===== src/rtl/cpu_req_gen.sv =====
// Directed CPU-side request generator: walks a built-in request program against a
// cache port, tallies hits/misses/read mismatches, and aborts on a ready timeout.
`timescale 1ns/1ps
module cpu_req_gen #(
  parameter int N_OPS   = 9,
  parameter int TIMEOUT = 255
) (
  input  logic        clk,
  input  logic        rst,
  input  logic        start,
  output logic        cpu_req,
  output logic        cpu_we,
  output logic [15:0] cpu_addr,
  output logic [31:0] cpu_wdata,
  input  logic        cpu_ready,
  input  logic        cpu_hit,
  input  logic [31:0] cpu_rdata,
  output logic        busy,
  output logic        done,
  output logic        err,
  output logic [7:0]  hit_cnt,
  output logic [7:0]  miss_cnt,
  output logic [7:0]  mism_cnt
);

  localparam int IW = (N_OPS > 1) ? $clog2(N_OPS) : 1;
  localparam int TW = $clog2(TIMEOUT + 1);

  typedef struct packed {
    logic        we;
    logic        chk;
    logic [15:0] addr;
    logic [31:0] data;
  } op_t;

  typedef enum logic [2:0] {IDLE, ISSUE, WAIT, GAP, DONE, ERR} state_t;

  // data doubles as write data (we=1) or expected read data (chk=1)
  function automatic op_t rom(input logic [IW-1:0] i);
    case (int'(i))
      0:       rom = {1'b0, 1'b0, 16'h1000, 32'h0000_0000};
      1:       rom = {1'b0, 1'b0, 16'h1000, 32'h0000_0000};
      2:       rom = {1'b0, 1'b0, 16'h1800, 32'h0000_0000};
      3:       rom = {1'b0, 1'b0, 16'h1000, 32'h0000_0000};
      4:       rom = {1'b0, 1'b0, 16'h1000, 32'h0000_0000};
      5:       rom = {1'b1, 1'b0, 16'h1004, 32'hDEAD_BEEF};
      6:       rom = {1'b0, 1'b1, 16'h1004, 32'hDEAD_BEEF};
      7:       rom = {1'b1, 1'b0, 16'h2000, 32'hAAAA_AAAA};
      8:       rom = {1'b0, 1'b1, 16'h2000, 32'hAAAA_AAAA};
      default: rom = '0;
    endcase
  endfunction

  state_t        state, state_nx;
  logic [IW-1:0] idx;
  logic [TW-1:0] timer;
  logic          accept, complete, last;
  op_t           cur, load_op;

  assign cur     = rom(idx);
  assign load_op = rom(accept ? '0 : idx);
  assign last    = (idx == IW'(N_OPS - 1));

  always_comb begin
    state_nx = state;
    accept   = 1'b0;
    complete = 1'b0;
    case (state)
      IDLE, DONE, ERR: if (start) begin
        state_nx = ISSUE;
        accept   = 1'b1;
      end
      ISSUE: state_nx = WAIT;
      // ready wins over a timeout landing in the same cycle
      WAIT: if (cpu_ready) begin
        complete = 1'b1;
        state_nx = last ? DONE : GAP;
      end else if (timer == TW'(TIMEOUT - 1)) begin
        state_nx = ERR;
      end
      GAP:     state_nx = ISSUE;
      default: state_nx = IDLE;
    endcase
  end

  // Outputs are registered off state_nx so they line up with the state they describe
  always_ff @(posedge clk or negedge rst) begin
    if (!rst) begin
      state     <= IDLE;
      idx       <= '0;
      timer     <= '0;
      cpu_req   <= 1'b0;
      cpu_we    <= 1'b0;
      cpu_addr  <= 16'h0000;
      cpu_wdata <= 32'h0;
      busy      <= 1'b0;
      done      <= 1'b0;
      err       <= 1'b0;
      hit_cnt   <= 8'h00;
      miss_cnt  <= 8'h00;
      mism_cnt  <= 8'h00;
    end else begin
      state   <= state_nx;
      cpu_req <= (state_nx == ISSUE);
      busy    <= (state_nx inside {ISSUE, WAIT, GAP});
      done    <= (state_nx == DONE);
      err     <= (state_nx == ERR);
      if (state_nx == ISSUE) begin
        cpu_we    <= load_op.we;
        cpu_addr  <= load_op.addr;
        cpu_wdata <= load_op.data;
      end
      if (state == ISSUE)
        timer <= '0;
      else if (state == WAIT && !cpu_ready)
        timer <= timer + TW'(1);
      if (accept) begin
        idx      <= '0;
        hit_cnt  <= 8'h00;
        miss_cnt <= 8'h00;
        mism_cnt <= 8'h00;
      end
      if (complete) begin
        if (cpu_hit) begin
          if (hit_cnt != 8'hFF) hit_cnt <= hit_cnt + 8'd1;
        end else begin
          if (miss_cnt != 8'hFF) miss_cnt <= miss_cnt + 8'd1;
        end
        if (!cur.we && cur.chk && cpu_rdata != cur.data && mism_cnt != 8'hFF)
          mism_cnt <= mism_cnt + 8'd1;
        if (!last) idx <= idx + IW'(1);
      end
    end
  end

endmodule


===== config.mk =====
export PLATFORM = sky130hd
export DESIGN_NAME = cpu_req_gen
export DESIGN_NICKNAME = d
export VERILOG_FILES = /design/src/rtl/cpu_req_gen.sv
export SDC_FILE = /design/constraint.sdc
export NUM_CORES = 1
export LEC_CHECK = 0
export CORE_AREA = 2 2 109 80
export CTS_BUF_LIST = sky130_fd_sc_hd__clkbuf_16
export CTS_CLUSTER_DIAMETER = 100
export CTS_CLUSTER_SIZE = 40
export DETAILED_ROUTE_END_ITERATION = 10
export DIE_AREA = 0 0 111 82
export HOLD_SLACK_MARGIN = 0.02
export MAX_ROUTING_LAYER = met4
export PLACE_DENSITY = 0.7
export SYNTH_ARGS = -nofsm -noshare
export SYNTH_HDL_FRONTEND = slang
export SYNTH_SLANG_ARGS = --single-unit

===== constraint.sdc =====
create_clock -name clk -period 7.77 [get_ports clk]
set_input_delay 1.554 -clock clk [delete_from_list [all_inputs] [get_ports clk]]
set_output_delay 1.554 -clock clk [all_outputs]
set_load 0.03 [all_outputs]

==> results of run 1 <==
## sequential cells by signal, indices dropped and copies added (netlist names), 3 cells and up
| name | count |
|---|---|
| miss_cnt | 8 |
| timer | 8 |
| hit_cnt | 8 |
| mism_cnt | 8 |
| cpu_addr | 4 |
| idx | 4 |
| state | 3 |
## worst register-to-register path, cell delays in order (launching register included)
cell and delay, ns:
dfrtp_1 0.44, inv_1 0.10, ha_1 0.21, and3b_1 0.27, or4_1 0.52, a2111o_1 0.46
o31ai_2 0.61, and2_1 0.34, a22o_2 0.17
## kinds of logic after synthesis
kind of cell	after synthesis	share of synthesized area, %
AO/OA/AOI/OAI	71	14.1
AND/OR/NAND/NOR	144	24.0
adder cells (fa/ha/maj)	14	5.58
buffers and inverters	63	12.8
other	1	0.119
XOR/XNOR	7	1.95
multiplexers	7	2.39
flip-flops	49	39.0
## area by class of cell
type                       count  area share (%)
tap                          105            3.22
sequential                    49            30.0
inverter                      12            1.10
multi-input combinational    261            38.6
timing repair buffer          97            23.5
clock buffer                   5            3.06
clock inverter                 3           0.429
## synth_stat cells (all sizes together) (2+ instances only)
master  instances
nand3b          3
a21oi           7
and3           17
and2            6
ha             14
mux2i           3
or3             4
nor2           22
nand2b          5
nor3            6
nor3b           3
a31o            3
or4             4
mux2            4
nor2b           4
o211ai          2
nand3          13
xor2            6
buf            44
nand4           8
a21o            2
nor4            5
a211o           4
dfrtp          49
nand2          40
o21ai          41
clkbuf          7
inv            12
## path summary, 6_finish.rpt
check,from,to,slack [ns],cells after the start
max reg2reg,idx[1]$_DFF_PN0_,mism_cnt[4]$_DFF_PN0_,4.59,8
min reg2reg,cpu_we$_DFFE_PN0P_,cpu_we$_DFFE_PN0P_,0.51,1
max in group asynchronous,rst,cpu_addr[11]$_DFFE_PN0P_,5.98,2
min in group asynchronous,rst,idx[1]$_DFF_PN0_,1.37,2
max,cpu_rdata[9],mism_cnt[4]$_DFF_PN0_,3.53,7
min,cpu_we$_DFFE_PN0P_,cpu_we$_DFFE_PN0P_,0.51,1
## per-layer routing
metal / share of wire, % / vias up / track usage [%]
met5: 0 / - / -
met4: 0.98 / 0 / 4.00
met3: 5.6 / 9 / 3.17
met2: 45 / 88 / 26.0
met1: 49 / 1304 / 20.7
li1: - / 1333 / -
## metrics by stage
| stage | total power, mW | instance area, sq um | cells | util [%] | hold WS, ns |
|---|---|---|---|---|---|
| after detailed placement | 0.678 | 3940 | 524 | 48.7 | 0.497 |
| after global routing | 0.942 | 4080 | 532 | 50.4 | 0.541 |
| after floorplan | 0.567 | 3200 | 373 | - | 0.499 |
| after global placement | 0.669 | 3940 | 524 | 48.7 | 0.498 |
| final | 0.886 | 4080 | 532 | 50.4 | 0.507 |
| after CTS | 0.892 | 4080 | 532 | 50.4 | 0.512 |
## report_power, final
group	internal, mW	switching (mW)	total [mW]	leakage, nW
sequential	0.290	0.0435	0.334	0.665
combinational	0.133	0.208	0.342	1.11
clock	0.119	0.0922	0.211	0.0754
==> flow_summary.json, run 1 <==
{
  "synthArstFlopShare_pct": 100,
  "vdd_drop_max_uv": 120,
  "path_common_cell": "or4_1",
  "fin_nets": 477,
  "synth.distinct_cells": 48,
  "min_period_over_period_pct": 54.6,
  "setup_viol": 0,
  "yosysTopAreaCell": "dfrtp_1",
  "cp_num_buf_inv": 1,
  "path_cells": "clkdlybuf4s50_1 -> or4_1 -> or4_1 -> a2111o_1 -> o31ai_2 -> and2_1 -> a22o_2",
  "grt_max_degree": 50,
  "cts.htree.levels": 2,
  "layout_common_cells": "94 x clkdlybuf4s50_1, 49 x dfrtp_1, 40 x nand2_1, 40 x o21ai_0, 22 x nor2_1",
  "cts.sinks": 49,
  "rsz0062_at_grt": "no",
  "ys_seq_area_share_pct": 39.0,
  "multi_input_comb_area_sq_mm": 0.00158,
  "synthesis.area_sq_mm": 0.00314,
  "chipWidth_um": 111,
  "synth-edff-count": 0,
  "p_leak_nw": 1.85,
  "diodes": 0,
  "finalHoldViolations": 0,
  "synth_top_area_share_pct": 39.0,
  "fmaxAchievable_ghz": 0.236,
  "crit_path_start_kind": "input port",
  "seq_area_sq_mm": 0.00123,
  "min_period_ns": 4.24,
  "tightestPinTransition_ns": 0.968,
  "worstSkewPairLatency_ns": 0.28,
  "relSlewSlack_pct": 35.0,
  "fillers": 760,
  "via_count": 2734,
  "crit_family": "compound AO/OA/AOI/OAI gates",
  "avgSynthCellArea_sq_um": 8.82,
  "dr.pass1.iters": 4,
  "post_cts_buffers": 0,
  "initial_core_util_pct": 38.8,
  "crit_fanout": 11,
  "numCtsBuffers": 5,
  "grt_overflow_total": 0,
  "clk_pin_slew_ns": 0.07,
  "drive_gt1_share_pct": 5.62,
  "hpwl_um": 5130,
  "port_buffers": 95,
  "slowest_stage": "o31ai_2",
  "maxCapViolCount": 0,
  "ios": 114,
  "tns_ns": 0,
  "core_sq_mm": 0.00809,
  "synthTopCellsByArea": "dfrtp_1 39%, buf_4 11%, o21ai_0 6.5%, ha_1 5.6%, nand2_1 4.8%",
  "row_count": 28,
  "setup_slack_ns": 3.53,
  "wire_per_inst_um": 12.9,
  "critical_path_class": "in2reg",
  "viasPerCell": 5.14,
  "ctsHoldBuffers": 0,
  "yosys_register_bits": 49,
  "ys.flop_type": "dfrtp_1",
  "dieArea_sq_mm": 0.00910,
  "layout_commonest_cell": "clkdlybuf4s50_1",
  "grt_pass1_wl_um": 11700,
  "grt_pass1_vias": 2512,
  "die_h_um": 82,
  "worst_ep_arrival_time_ns": 4.47,
  "drt-initial-drc-count": 94,
  "cpPeakStageDelay_ns": 0.61,
  "ant_nets": 0,
  "cts_resized": 0,
  "root_buffer": "clkbuf_16",
  "skew_ns": 0.00601,
  "yosysWarnings": 0,
  "pre_cts_slack_ns": 3.25,
  "hold_class": "reg2reg",
  "drv_slew": 0,
  "synthCells": 356,
  "antenna_found_initial": 0,
  "drcViolationCount": 0,
  "clk_path_buf_depth": 2,
  "grt_usage_pct": 15.9,
  "area_growth_pct": 30.0,
  "routed_wirelength_um": 6870,
  "gp_congestion": 0.821,
  "cts_tree": "yes",
  "power_per_cell_area_mw_per_mm2": 217,
  "end_kind": "flop",
  "status": "complete, no violations",
  "worstPathRequired_ns": 8.00
}
Note: power is estimated with default switching activity, not from simulation.
==> run 2, diff against run 1 <==
clock period = 4.1 ns   (was 7.77 ns; I/O delays follow)
==> run 2 against run 1 <==
Final cell count rose by 0.38%. Total power rose by 90%. Sequential cell count did not move. Hold slack got worse by 0.064 ns. Die area did not move. Largest power group unchanged. Highest routed layer unchanged.
==> flow_summary.json, run 2 (synthesized netlist as in run 1, its figures left out) <==
{
  "status": "complete, no violations",
  "drt-initial-drc-count": 118,
  "core_sq_mm": 0.00809,
  "clk_pin_slew_ns": 0.07,
  "power_per_cell_area_mw_per_mm2": 411,
  "diodes": 0,
  "grt_pass1_wl_um": 12300,
  "fin_nets": 479,
  "root_buffer": "clkbuf_16",
  "rsz0062_at_grt": "no",
  "ctsHoldBuffers": 0,
  "finalHoldViolations": 0,
  "fmaxAchievable_ghz": 0.307,
  "dr.pass1.iters": 4,
  "antenna_found_initial": 0,
  "path_cells": "clkdlybuf4s50_1 -> or4_1 -> or4_1 -> a2111o_1 -> o31a_1 -> and3_4 -> a211o_1",
  "tightestPinTransition_ns": 0.936,
  "drv_slew": 0,
  "relSlewSlack_pct": 37.1,
  "end_kind": "flop",
  "grt_max_degree": 35,
  "maxCapViolCount": 0,
  "tns_ns": 0,
  "via_count": 2717,
  "cts_resized": 0,
  "p_sw_share_pct": 38.8,
  "worst_ep_arrival_time_ns": 3.43,
  "reg2reg_from": "idx[0]$_DFF_PN0_",
  "chipWidth_um": 111,
  "use_met1_pct": 21.8,
  "ios": 114,
  "path_common_cell": "or4_1",
  "row_count": 28,
  "drive_gt1_share_pct": 6.06,
  "initial_core_util_pct": 38.8,
  "p_int_mw": 1.03,
  "cts.htree.levels": 2,
  "hpwl_um": 5400,
  "setup_viol": 0,
  "crit_fanout": 5,
  "layout_commonest_cell": "clkdlybuf4s50_1",
  "numCtsBuffers": 5,
  "worstSkewPairLatency_ns": 0.29,
  "hold_class": "in2async",
  "drcViolationCount": 0,
  "post_cts_buffers": 0,
  "grt_pass1_vias": 2634,
  "min_period_over_period_pct": 79.5,
  "gp_congestion": 0.840,
  "worstPathRequired_ns": 4.27,
  "grt_overflow_total": 0,
  "use_met2_pct": 28.0,
  "use_met3_pct": 3.62,
  "hold_ws_ns": 0.443,
  "p_comb_share_pct": 38.6,
  "viasPerCell": 5.09,
  "power_switching_mw": 0.654,
  "grt_usage_pct": 16.9,
  "die_h_um": 82,
  "vdd_drop_max_uv": 216,
  "top_usage_layer": "met2",
  "crit_path_start_kind": "input port",
  "slowest_stage": "or4_1",
  "p_clk_share_pct": 24.2,
  "critical_path_class": "in2reg",
  "area_growth_pct": 30.6,
  "routed_wirelength_um": 7140,
  "dieArea_sq_mm": 0.00910,
  "cpPeakStageDelay_ns": 0.52,
  "port_buffers": 95,
  "r2r-end": "mism_cnt[6]$_DFF_PN0_",
  "ant_nets": 0,
  "reg2reg_depth": 8,
  "cts.sinks": 49,
  "pwr-share-seq_pct": 37.2,
  "reg2reg_slack_ns": 1.19,
  "cts_tree": "yes",
  "layout_common_cells": "94 x clkdlybuf4s50_1, 49 x dfrtp_1, 40 x nand2_1, 40 x o21ai_0, 22 x nor2_1",
  "fillers": 761,
  "wire_per_inst_um": 13.4,
  "min_period_ns": 3.26,
  "p_leak_nw": 1.85,
  "clk_path_buf_depth": 2,
  "skew_ns": 0.00556
}
## run 2: changes by cell type in the layout (fill, tap and decap cells not counted)
| cell | previous run | this run |
|---|---|---|
| buf_4 | 2 | 4 |
| clkinv_1 | 0 | 1 |
| clkinv_2 | 1 | 0 |
| clkinvlp_4 | 0 | 1 |
| inv_1 | 13 | 12 |
## run 2: how the worst max path moves through the flow
stage / startpoint / to / slack (ns)
after floorplan: cpu_rdata[9] / mism_cnt[6]$_DFF_PN0_ / 1.13
after global placement: cpu_rdata[9] / mism_cnt[6]$_DFF_PN0_ / 0.63
after detailed placement: cpu_rdata[9] / mism_cnt[6]$_DFF_PN0_ / 0.54
after CTS: cpu_rdata[11] / mism_cnt[6]$_DFF_PN0_ / 0.85
after global routing: cpu_rdata[11] / mism_cnt[4]$_DFF_PN0_ / 0.78
final: cpu_rdata[9] / mism_cnt[6]$_DFF_PN0_ / 0.84
## run 2: power groups by stage
stage	registers (mW)	logic, mW	clock network (mW)
floorplan	0.676	0.398	0
global placement	0.634	0.636	0
detailed placement	0.635	0.651	0
CTS	0.627	0.657	0.420
global route	0.643	0.721	0.439
finish	0.628	0.650	0.407
## run 2: layer usage
| layer | wire, um | up-vias |
|---|---|---|
| met4 | 16 | 0 |
| met2 | 3290 | 83 |
| met5 | 0 | - |
| met3 | 425 | 2 |
| met1 | 3410 | 1293 |
| li1 | - | 1339 |
## run 2: cell type report
class	count	area, sq um	share of cell area, %
inverter	12	45.0	1.10
timing repair buffer	99	976	23.8
tap	105	131	3.20
clock buffer	5	125	3.05
clock inverter	3	20.0	0.488
multi-input combinational	261	1580	38.4
sequential	49	1230	29.9
## run 2: metrics by stage
stage                     worst slack (ns)  area [sq um]  utilization [%]  total power [mW]  std cells
after floorplan                       1.13          3200                -              1.07        373
after global placement               0.626          3960             48.9              1.27        526
after detailed placement             0.536          3960             48.9              1.29        526
after CTS                            0.847          4100             50.7              1.70        534
after global routing                 0.778          4100             50.7              1.80        534
final                                0.840          4100             50.7              1.69        534
## run 2: critical path: cells and delay by family
| family | cells | cell delay (ns) |
|---|---|---|
| simple gates | 3 | 1.14 |
| compound gates | 3 | 1.05 |
| buf+inv | 1 | 0.42 |
